==> config.mk <==
export PLATFORM = sky130hd
export DESIGN_NAME = sha_256_ctrl
export DESIGN_NICKNAME = d
export VERILOG_FILES = /design/src/rtl/sha_256_ctrl_pkg.sv /design/src/rtl/sha_256_ctrl_pad_word.sv /design/src/rtl/sha_256_ctrl.sv
export SDC_FILE = /design/constraint.sdc
export NUM_CORES = 1
export LEC_CHECK = 0
export BUFFER_PORTS_ARGS = -buffer_cell sky130_fd_sc_hd__buf_2
export CORE_AREA = 2 2 447 449
export DETAILED_ROUTE_END_ITERATION = 8
export DIE_AREA = 0 0 449 451
export GPL_TIMING_DRIVEN = 1
export PLACE_DENSITY_LB_ADDON = 0.15
export RECOVER_POWER = 100
export SYNTH_ARGS = -nofsm -noshare
export SYNTH_HDL_FRONTEND = slang
export SYNTH_SLANG_ARGS = --single-unit
==> constraint.sdc <==
create_clock -name clk -period 4.5 [get_ports clk]
set_clock_uncertainty 0.2 [all_clocks]
set_input_delay 0 -clock clk [delete_from_list [all_inputs] [get_ports clk]]
set_output_delay 0 -clock clk [all_outputs]
set_load 0.005 [all_outputs]
==> src/rtl/sha_256_ctrl_pkg.sv <==
// Shared constants for the SHA-256 message sequencer: FSM encodings,
// digest mode selectors and the padding marker byte.
package sha_256_ctrl_pkg;

    typedef logic [2:0] sha_ctrl_state_t;

    localparam sha_ctrl_state_t ST_IDLE  = 3'd0;
    localparam sha_ctrl_state_t ST_FILL  = 3'd1;
    localparam sha_ctrl_state_t ST_PAD   = 3'd2;
    localparam sha_ctrl_state_t ST_LEN   = 3'd3;
    localparam sha_ctrl_state_t ST_ISSUE = 3'd4;
    localparam sha_ctrl_state_t ST_WAIT  = 3'd5;
    localparam sha_ctrl_state_t ST_DONE  = 3'd6;

    localparam logic SHA_MODE_224 = 1'b0;
    localparam logic SHA_MODE_256 = 1'b1;

    localparam logic [7:0]  SHA_PAD_BYTE = 8'h80;
    localparam logic [31:0] SHA_PAD_WORD = {SHA_PAD_BYTE, 24'h000000};

endpackage

==> src/rtl/sha_256_ctrl_pad_word.sv <==
// Builds the final message word: keeps the first nbytes bytes (MSB-first),
// places the 0x80 marker right after them and zeroes everything below.
// nbytes of 4 or more passes the whole word through with no marker.
module sha_256_ctrl_pad_word
    import sha_256_ctrl_pkg::*;
(
    input  logic [31:0] data_i,
    input  logic [2:0]  nbytes_i,
    output logic [31:0] word_o
);

    // Per-byte select between data, marker and zero
    always_comb begin
        word_o = '0;
        for (int b = 0; b < 4; b++) begin
            if (3'(b) < nbytes_i) begin
                word_o[31-8*b -: 8] = data_i[31-8*b -: 8];
            end else if (3'(b) == nbytes_i) begin
                word_o[31-8*b -: 8] = SHA_PAD_BYTE;
            end
        end
    end

endmodule

==> src/rtl/sha_256_ctrl.sv <==
// Message sequencer for the sha_256 compression core: collects 32-bit
// big-endian words into 512-bit blocks, appends padding and the bit length,
// hands each block to the core and returns the final digest as a pulse.
module sha_256_ctrl
    import sha_256_ctrl_pkg::*;
#(
    parameter int LEN_W = 64
) (
    input  logic         clk,
    input  logic         rst,
    input  logic         start,
    input  logic         mode,
    input  logic [31:0]  in_data,
    input  logic         in_valid,
    input  logic         in_last,
    input  logic [2:0]   in_nbytes,
    output logic         in_ready,
    output logic [511:0] core_data,
    output logic [63:0]  core_index,
    output logic [1:0]   core_operation,
    output logic         core_enable,
    input  logic [255:0] core_hash,
    input  logic         core_ready,
    output logic [255:0] digest,
    output logic         digest_valid,
    output logic         busy
);

    sha_ctrl_state_t     state_q, state_d;
    logic                mode_q, mode_d;
    logic [LEN_W-1:0]    bitlen_q, bitlen_d;
    logic [4:0]          wp_q, wp_d;
    logic [63:0]         index_q, index_d;
    logic                final_q, final_d;
    logic                pad_pending_q, pad_pending_d;
    logic                mark_q, mark_d;      // next PAD word carries the 0x80 marker
    logic                two_blk_q, two_blk_d; // marker landed in word 14..16
    logic [15:0][31:0]   blk_q, blk_d;
    logic [255:0]        digest_q, digest_d;

    logic [31:0]         last_word;
    logic [4:0]          marker_idx;
    logic [63:0]         len64;

    sha_256_ctrl_pad_word u_pad_word (
        .data_i   (in_data),
        .nbytes_i (in_nbytes),
        .word_o   (last_word)
    );

    assign marker_idx     = (in_nbytes >= 3'd4) ? wp_q + 5'd1 : wp_q;
    assign len64          = 64'(bitlen_q);

    assign in_ready       = (state_q == ST_FILL) && !wp_q[4];
    assign core_enable    = (state_q == ST_ISSUE);
    assign core_data      = blk_q;
    assign core_index     = index_q;
    assign core_operation = {1'b0, mode_q};
    assign digest         = digest_q;
    assign digest_valid   = (state_q == ST_DONE);
    assign busy           = (state_q != ST_IDLE);

    // Next-state logic for the sequencer FSM and block buffer
    always_comb begin
        state_d       = state_q;
        mode_d        = mode_q;
        bitlen_d      = bitlen_q;
        wp_d          = wp_q;
        index_d       = index_q;
        final_d       = final_q;
        pad_pending_d = pad_pending_q;
        mark_d        = mark_q;
        two_blk_d     = two_blk_q;
        blk_d         = blk_q;
        digest_d      = digest_q;

        case (state_q)
            ST_IDLE: begin
                if (start) begin
                    mode_d        = mode;
                    bitlen_d      = '0;
                    wp_d          = '0;
                    index_d       = 64'd1;
                    final_d       = 1'b0;
                    pad_pending_d = 1'b0;
                    mark_d        = 1'b0;
                    two_blk_d     = 1'b0;
                    state_d       = ST_FILL;
                end
            end
            ST_FILL: begin
                if (in_valid && in_ready) begin
                    wp_d = wp_q + 5'd1;
                    if (!in_last) begin
                        blk_d[wp_q[3:0]] = in_data;
                        bitlen_d         = bitlen_q + LEN_W'(32);
                        if (wp_q == 5'd15) begin
                            final_d = 1'b0;
                            state_d = ST_ISSUE;
                        end
                    end else begin
                        blk_d[wp_q[3:0]] = last_word;
                        bitlen_d         = bitlen_q + LEN_W'({in_nbytes, 3'b000});
                        mark_d           = (in_nbytes >= 3'd4);
                        two_blk_d        = (marker_idx >= 5'd14);
                        state_d          = ST_PAD;
                    end
                end
            end
            ST_PAD: begin
                // Marker too close to the end: finish this block and carry
                // the length field into an extra block.
                if (two_blk_q ? wp_q[4] : (wp_q == 5'd14)) begin
                    if (two_blk_q) begin
                        pad_pending_d = 1'b1;
                        final_d       = 1'b0;
                        state_d       = ST_ISSUE;
                    end else begin
                        state_d = ST_LEN;
                    end
                end else begin
                    blk_d[wp_q[3:0]] = mark_q ? SHA_PAD_WORD : 32'h0;
                    mark_d           = 1'b0;
                    wp_d             = wp_q + 5'd1;
                end
            end
            ST_LEN: begin
                blk_d[14] = len64[63:32];
                blk_d[15] = len64[31:0];
                final_d   = 1'b1;
                state_d   = ST_ISSUE;
            end
            ST_ISSUE: begin
                state_d = ST_WAIT;
            end
            ST_WAIT: begin
                if (core_ready) begin
                    index_d = index_q + 64'd1;
                    wp_d    = '0;
                    if (final_q) begin
                        digest_d = (mode_q == SHA_MODE_256) ? core_hash
                                                            : {core_hash[255:32], 32'h0};
                        state_d  = ST_DONE;
                    end else if (pad_pending_q) begin
                        // Extra block: all zero except a carried-over marker
                        pad_pending_d = 1'b0;
                        two_blk_d     = 1'b0;
                        blk_d         = '0;
                        if (mark_q) blk_d[0] = SHA_PAD_WORD;
                        mark_d        = 1'b0;
                        state_d       = ST_LEN;
                    end else begin
                        state_d = ST_FILL;
                    end
                end
            end
            ST_DONE: begin
                state_d = ST_IDLE;
            end
            default: begin
                state_d = ST_IDLE;
            end
        endcase
    end

    // State and datapath registers, cleared by the shared async reset
    always_ff @(posedge clk or negedge rst) begin
        if (!rst) begin
            state_q       <= ST_IDLE;
            mode_q        <= SHA_MODE_224;
            bitlen_q      <= '0;
            wp_q          <= '0;
            index_q       <= '0;
            final_q       <= 1'b0;
            pad_pending_q <= 1'b0;
            mark_q        <= 1'b0;
            two_blk_q     <= 1'b0;
            blk_q         <= '0;
            digest_q      <= '0;
        end else begin
            state_q       <= state_d;
            mode_q        <= mode_d;
            bitlen_q      <= bitlen_d;
            wp_q          <= wp_d;
            index_q       <= index_d;
            final_q       <= final_d;
            pad_pending_q <= pad_pending_d;
            mark_q        <= mark_d;
            two_blk_q     <= two_blk_d;
            blk_q         <= blk_d;
            digest_q      <= digest_d;
        end
    end

endmodule

==> Yosys cells after proc, flatten, opt, wreduce, memory -nomap -nowiden <==
Cells that the tools add are included.
{ "classes": {"n_eq_ne": 23, "n_lt_le_gt_ge": 8, "addsub": 4, "multipliers": 0, "n_shift": 0, "reduce_logical": 27, "bitwise_logic": 0, "muxes": 69, "div_mod_pow": 0} }
{ "ops": {"columns": ["op", "count"], "rows": [
  ["$mux 512", 6],
  ["$bwmux 512", 3],
  ["$pmux 448 s3", 1],
  ["$mux 64", 5],
  ["$pmux 64 s2", 2],
  ["$pmux 64 s4", 1],
  ["$demux 32 s4", 1],
  ["$mux 32", 3],
  ["$add 64x1->64 const B", 1],
  ["$add 64x6->64", 1],
  ["$add 64x6->64 const B", 1],
  ["$mux 8", 8],
  ["$mux 5", 5],
  ["$mux 3", 8],
  ["$pmux 5 s4", 1],
  ["$mux 1", 19],
  ["$ne 2x2->1 const B", 9],
  ["$pmux 3 s6", 1],
  ["$reduce_and 6->1", 3],
  ["$reduce_and 7->1", 2],
  ["$reduce_bool 3->1", 4],
  ["$reduce_bool 4->1", 3],
  ["$eq 5x4->1 const B", 2],
  ["$reduce_and 5->1", 2],
  ["24 further kinds", 39]
]} }
{ "word_totals": {"inputBits": 298, "latchBits": 0, "reg_bits": 909, "n_memories": 0, "ram_bits": 0, "word_cells": 157, "rom_bits": 0} }

==> Logic depth before layout (Yosys ltp) <==
Gate-level depths: netlist (run 1).
{ "depth": {"word_depth": 8, "ltp_mapped": 12, "mapped_depth_nobuf": 9} }

==> Hierarchy <==
From an unflattened synthesis (run 1), not the netlist that was laid out.
{ "unflattened": {"cells_unflattened": 2948, "area_unflattened_um2": 36990.5} }
{ "by_module_without_submodules": {"columns": ["mod", "area_per_inst_um2", "n_inst", "seq_area_each_um2", "cells_each"], "rows": [
  ["sha_256_ctrl", 36735.2, 1, 22671.7, 2909],
  ["sha_256_ctrl_pad_word", 255.2, 1, 0.0, 39]
]} }

==> Least setup slack after synthesis (run 1) <==
Ideal clock, no wire load.
{ "synth_timing": {"path_kind": "register to register", "start": "register index_q[7], in the netlist core_index[7]", "end": "register index_q[51], in the netlist core_index[51]", "path_slack_ps": 1788, "n_path_buf": 2, "path_stages_with_launch": 8, "t_arrival_ps": 2434, "cell_sequence": "dfrtp_1 nand4_1 or4_1 clkbuf_1 or4b_1 buf_2 or4_1 a21oi_1"} }
{ "synth_via": {"elab_chain_cells": 3} }
{ "synth_rtl": {"columns": ["item", "line", "text"], "rows": [
  ["start: declaration", "sha_256_ctrl.sv:33", "logic [63:0] index_q, index_d;"],
  ["start signal: assignment", "sha_256_ctrl.sv:185", "index_q <= index_d;"],
  ["$add 64x1->64", "sha_256_ctrl.sv:138", "index_d = index_q + 64'd1;"],
  ["$mux 64", "sha_256_ctrl.sv:137", "if (core_ready) begin"],
  ["$pmux 64 s2", "sha_256_ctrl.sv:77", "case (state_q)"]
]} }
No other way between the ends. The select of a mux whose other input is x is not followed.
A chain may end at the register's enable or synchronous reset.

==> Worst setup path in the final report (run 1) <==
{ "layout_timing": {"start": "register state_q[1]", "end": "register digest_q[210], in the netlist digest[210]"} }
{ "layout_via": {"elab_chain_cells": 2} }
{ "layout_rtl": {"columns": ["item", "line", "text"], "rows": [
  ["start: declaration", "sha_256_ctrl.sv:29", "sha_ctrl_state_t state_q, state_d;"],
  ["start signal: assignment", "sha_256_ctrl.sv:181", "state_q <= state_d;"],
  ["$eq 3x3->1", "sha_256_ctrl.sv:77", null],
  ["$reduce_and 3->1 (no source line)", null, null],
  ["end signal: assignment", "sha_256_ctrl.sv:191", "digest_q <= digest_d;"],
  ["end: declaration", "sha_256_ctrl.sv:39", "logic [255:0] digest_q, digest_d;"]
]} }
No other way between the ends.

==> run summary, run 1 <==
Mux share of post-synthesis cell area: 7.21%
Post-Synth Simple-Gate Area: 8.56%
WL per Instance: 27.5 um
Ports: 1136
CTS tree: done
Initial Utilization: 18.4%
Core area: 198000 um2
Fmax: 255 MHz
Worst hold path class: in2reg
Ys Warns: 0
Kind of end point of the critical path: flop
Final Util: 27.4%
PortBufs: 1134
Vias in the first global route: 32862
Inst Count DP: 6554
Crit Path Class: reg2reg
Syn-to-layout area delta: 49.2%
Net count after synthesis: 3198
Root Driver: clkbuf_16
Slew @ Worst Pin: 2740 ps
Power Dens Cells: 551 nW/um2
Detailed Route WL: 202000 um
Synth Area in XOR/XNOR: 1.06%
Maximum clock path buffer count: 3
Die area: 202000 um2
Min cycle time layout: 3920 ps
R2R Setup Slk: 580 ps
Worst Path Arrival: 4330 ps
Vias: 32304
Layout cells sized above 1: 20.7%
Ys async rst share: 100%
Post-synthesis adder-cell area fraction: 0.399%
DR pass1 iterations: 5
Remaining DRCs: 0
All-Layer GR Usage: 19.3%
First-pass GRT wire length: 278000 um
Non-Filler Instances: 7363
Most common cell on crit path: clkbuf_1
Final Wtd Congestion: 0.802
Setup Buffers After CTS: 0
Die X: 449 um
# rows: 164
Worst-skew pair later-pin latency: 770 ps
Pleak: 23.7 nW
Worst path cell trace: clkbuf_1, and4b_1, clkbuf_1, nand2_4, clkbuf_2, mux2_2
Largest family of logic cells by synthesized area: compound AO/OA/AOI/OAI gates
Final Hold Viols: 0
Iter 0 DRT Violations: 2122
Pins over their slew limit: 85
WP buf/inv: 3
Final period util: 87.1%
Top delay family on crit path: buffers and inverters
CTS sink count: 906
Synth Area in Compound Gates: 17.7%
Critical path's largest stage delay: 940 ps
Most used DFF post-synth: dfrtp_1
Netlist cell types: 69
Num CTS Buffers: 113
Worst hold margin: 52.1 ps
Die H: 451 um
Max rail drop VDD: 305 uV
Yosys reg bits: 906
Status: finished with violations
Crit Path Max Fanout: 46
Post-Syn Area per Cell: 12.6 um2
Nets: 4911
Drt via density: 4.39
Mapped cell area: 36400 um2
Slowest stage cell, crit path: clkbuf_2
Post-route ant nets: 0
Failing checks: max-capacitance violations, max-slew violations
H-tree depth: 3
Largest net degree at the start of global routing: 126
Max Cap Viol: 4
Resize count post-CTS: 0
CP startpoint kind: flop
Clock-pin transition on the worst setup and hold timing paths: 60 ps
EDFF count, synth: 0
Hold buffer count at CTS: 589
GRT overflow: 0
Total power: 0.0299 W
Final setup viols: 0
HPWL Detailed: 150000 um
Initial antenna violation count: 36
Sequential share of the synthesized area: 62.3%
Worst Path Required: 4920 ps
Slew headroom: -82.8%
Gate Count Post-Synth: 2889
Setup_tns: 0 ps
Unrepaired setup endpoints after global routing: no
[sequential cells by signal (all words and copies together) (netlist names)]
name and cells:
bitlen_q 61, core_data 512, core_index 64, digest 256, final_q 1, mark_q 1
mode_q 1, pad_pending_q 1, state_q 3, two_blk_q 1, wp_q 5
[final timing paths]
| path | startpoint | endpoint | cells after the start |
|---|---|---|---|
| worst max-delay path | state_q[1]$_DFFE_PN0P_ | digest[210]$_DFFE_PN0P_ | 6 |
| worst min-delay path | core_hash[211] | digest[211]$_DFFE_PN0P_ | 3 |
| worst max register to register | state_q[1]$_DFFE_PN0P_ | digest[210]$_DFFE_PN0P_ | 6 |
| worst min register to register | digest[4]$_DFFE_PN0P_ | digest[4]$_DFFE_PN0P_ | 2 |
| max in group asynchronous | rst | digest[108]$_DFFE_PN0P_ | 4 |
| min in group asynchronous | rst | core_data[212]$_DFFE_PN0P_ | 4 |
[layout make-up]
cell class	instances	area (um2)
diodes	12	30.0
multi-input cells	1719	12700
fillers	21297	144000
flip-flops and latches	906	22700
well taps	2656	3320
inverters	30	113
repair buffers	1832	11500
clock buffers	159	3280
clock inverters	49	696
[per-layer routing]
metal / track usage (%) / share of wire, %
met1: 22.1 / 39
met2: 35.8 / 53
met4: 7.46 / 4.3
met5: 0 / 0.11
met3: 3.12 / 4.1
[kinds of logic (layout without fill, tap and decap cells)]
kind of cell | count (synthesis) | count (layout)
AO/OA/AOI/OAI | 814 | 814
XOR/XNOR | 44 | 44
adder cells (fa/ha/maj) | 11 | 11
buffers and inverters | 264 | 2070
flip-flops | 906 | 906
multiplexers | 234 | 234
other | 1 | 13
AND/OR/NAND/NOR | 615 | 615
[synthesized netlist by cell type, types with 3 or more instances]
| cell type | instances | area, um2 |
|---|---|---|
| a22o_1 | 149 | 1310 |
| and4_1 | 10 | 87.6 |
| o221ai_1 | 3 | 26.3 |
| or3_1 | 28 | 175 |
| o21a_1 | 4 | 30.0 |
| nor3_1 | 15 | 75.1 |
| buf_1 | 14 | 52.6 |
| mux2_2 | 225 | 2530 |
| nand2_1 | 208 | 781 |
| nor2b_1 | 8 | 50.1 |
| buf_4 | 3 | 22.5 |
| buf_2 | 10 | 50.1 |
| o211ai_1 | 11 | 82.6 |
| and2_1 | 6 | 37.5 |
| or2_2 | 9 | 56.3 |
| a21o_1 | 7 | 52.6 |
| o31ai_1 | 35 | 263 |
| a21oi_1 | 77 | 385 |
| a32oi_1 | 36 | 315 |
| or4b_1 | 3 | 30.0 |
| a22oi_1 | 14 | 105 |
| nor3b_1 | 5 | 37.5 |
| o2bb2ai_1 | 366 | 3210 |
| ha_1 | 10 | 125 |
| nor2_1 | 93 | 349 |
| nand3_1 | 79 | 395 |
| clkbuf_1 | 206 | 773 |
| dfrtp_1 | 906 | 22700 |
| o21ai_0 | 84 | 420 |
| xor2_1 | 20 | 175 |
| o22ai_1 | 3 | 18.8 |
| nor4_1 | 16 | 100 |
| mux2i_1 | 9 | 90.1 |
| or4_1 | 42 | 315 |
| nand4_1 | 49 | 307 |
| nand3b_1 | 3 | 22.5 |
| a21boi_0 | 3 | 22.5 |
| nor2_2 | 6 | 37.5 |
| nand2b_1 | 8 | 50.1 |
| inv_1 | 29 | 109 |
| xnor2_1 | 24 | 210 |
| and3_1 | 17 | 106 |
[power breakdown]
group | internal (W) | switching, W
Combinational | 0.00309 | 0.00590
Clock | 0.00578 | 0.00402
Sequential | 0.00996 | 0.00118
Total | 0.0188 | 0.0111
[layout by cell type (no fill, tap or decap), drive strengths merged, types with 11 or more instances in the layout]
master,count
diode,12
o21ai,86
or3,28
xnor2,24
clkbuf,907
o31ai,35
a32oi,36
inv,31
clkinv,31
dfrtp,906
a22oi,14
nand2,208
dlygate4sd3,588
or4,42
nor4,18
bufinv,12
mux2,225
o2bb2ai,366
a21oi,77
a22o,149
nand3,79
and3,17
nor3,15
buf,496
nand4,49
nor2,99
xor2,20
o211ai,11
or2,11
[metrics by stage]
step	cell area, um2	setup WS, ps
after floorplan	36400	1790
after detailed placement	45600	865
after CTS	55500	806
after global placement	45600	904
final	54300	580
after global routing	54300	332
[worst register-to-register path, cell delays in order (launching register included)]
cell,delay [ps]
dfrtp_1,560
clkbuf_1,510
and4b_1,360
clkbuf_1,260
nand2_4,420
clkbuf_2,970
mux2_2,470
Power figures use the tool's default switching activity.
==> run 2: changes to the inputs <==
Settings changed: PLACE_DENSITY_LB_ADDON 0.15 to not set.
==> run 2 against run 1 <==
Against the previous run:
- the flow still finishes with violations (max-capacitance violations, max-slew violations)
- sequential power about the same
- clock power shrank 7.7%
- largest power group unchanged
- non-clock buffer count decreased by 6
==> run summary, run 2 (same netlist as run 1, synthesis figures left out) <==
Clock-pin transition on the worst setup and hold timing paths: 60 ps
R2r worst-path depth: 4
Root Driver: clkbuf_16
All-Layer GR Usage: 19.6%
Resize count post-CTS: 0
Iter 0 DRT Violations: 2874
Drt via density: 4.62
Max reg flops: 512
Nets: 4895
Max Cap Viol: 7
Vias in the first global route: 34011
Slew @ Worst Pin: 2750 ps
Inst Count DP: 6571
Placed Area: 45700 um2
Slew headroom: -83.4%
PortBufs: 1134
Min cycle time layout: 3910 ps
Met3 wire length: 18500 um
Final Wtd Congestion: 0.928
Initial Utilization: 18.4%
GRT overflow: 0
Min-delay src: core_hash[59]
Final Hold Viols: 0
Top Metal Used: met5
RR Endpoint: bitlen_q[19]$_DFFE_PN0P_
Pleak: 23.5 nW
Final period util: 86.8%
Die area: 202000 um2
Die X: 449 um
Fmax: 256 MHz
Crit Path Max Fanout: 54
R2R Setup Slk: 590 ps
Die H: 451 um
Remaining DRCs: 0
Pins over their slew limit: 313
First-pass GRT wire length: 281000 um
Commonest cells after routing, fill and taps aside: dfrtp_1 (906), clkbuf_1 (718), dlygate4sd3_1 (565), buf_2 (460), o2bb2ai_1 (366)
Maximum clock path buffer count: 3
Worst r2r src: state_q[0]$_DFFE_PN0P_
Most common cell after layout, fill and taps aside: dfrtp_1
Worst-skew pair later-pin latency: 730 ps
Crit path from: state_q[0]$_DFFE_PN0P_
Final setup viols: 0
Post-Layout Inst Area: 54000 um2
Core area: 198000 um2
Layout cells sized above 1: 21.0%
CTS sink count: 906
Worst Path Arrival: 4310 ps
Max rail drop VDD: 418 uV
Initial antenna violation count: 43
CTS tree: done
Worst hold path cell count: 3
Num CTS Buffers: 103
Kind of end point of the critical path: flop
Detailed Route WL: 206000 um
Unrepaired setup endpoints after global routing: no
Filler Cells Inserted: 20883
Syn-to-layout area delta: 48.3%
Status: finished with violations
Metal2 WL: 98500 um
Setup_tns: 0 ps
Hold Path Sink: digest[59]$_DFFE_PN0P_
H-tree depth: 3
Ports: 1136
Power Dens Cells: 553 nW/um2
CP startpoint kind: flop
DR pass1 iterations: 5
HPWL Detailed: 156000 um
WL met1: 73900 um
Non-Filler Instances: 7347
Vias: 33928
Failing checks: max-capacitance violations, max-slew violations
# rows: 164
Worst Path Required: 4900 ps
Post-route ant nets: 0
Worst hold path class: in2reg
Largest net degree at the start of global routing: 128
WL per Instance: 28.1 um
Crit Path Class: reg2reg
Total power: 0.0298 W
-- run 2: per-stage QoR --
step | hold WS [ps] | utilization (%) | setup slack [ps]
final | 3.83 | 27.2 | 595
after global routing | 16.4 | 27.2 | 382
after CTS | 5.40 | 27.7 | 957
after detailed placement | -159 | 23.0 | 970
after global placement | -161 | 23.0 | 985
after floorplan | -496 | - | 1790
-- run 2: routing by layer --
metal  vias to the layer above  track usage (%)
li1                      14266                -
met1                     17347             21.9
met2                      1781             32.8
met3                       520             6.15
met4                        14             11.8
met5                         -                0
-- run 2: repair_timing --
action                     CTS  global route
hold endpoints to repair  1674             1
hold buffers               565             1
setup buffers                0             0
-- run 2: layout make-up --
type,instances,area (um2),share of cell area [%]
flip-flops and latches,906,22700,42.0
multi-input cells,1719,12700,23.6
repair buffers,1826,11500,21.2
well taps,2656,3320,6.16
clock buffers,145,2960,5.48
clock inverters,44,646,1.20
inverters,30,113,0.209
diodes,21,52.6,0.0974
-- run 2: worst max-delay path by stage --
stage / endpoint / slack (ps) / cells after the start
2_1_floorplan: core_index[51]$_DFFE_PN0P_ / 1790 / 7
3_3_place_gp: core_index[52]$_DFFE_PN0P_ / 990 / 6
3_5_place_dp: core_index[52]$_DFFE_PN0P_ / 970 / 6
4_1_cts: core_index[51]$_DFFE_PN0P_ / 960 / 7
5_1_grt: core_data[313]$_DFFE_PN0P_ / 380 / 8
6_report: bitlen_q[19]$_DFFE_PN0P_ / 590 / 4
-- run 2: worst max-delay path, cell delays in order (launching register included) --
cell and delay [ps]:
dfrtp_1 570, nor4b_4 590, clkbuf_1 1990, or4_1 300, o21ai_0 90
-- run 2: power by group --
part / leakage (nW) / internal, W / switching (W)
Clock: 1.75 / 0.00524 / 0.00381
Sequential: 12.2 / 0.00996 / 0.00136
Combinational: 9.56 / 0.00316 / 0.00630
Total: 23.5 / 0.0184 / 0.0115
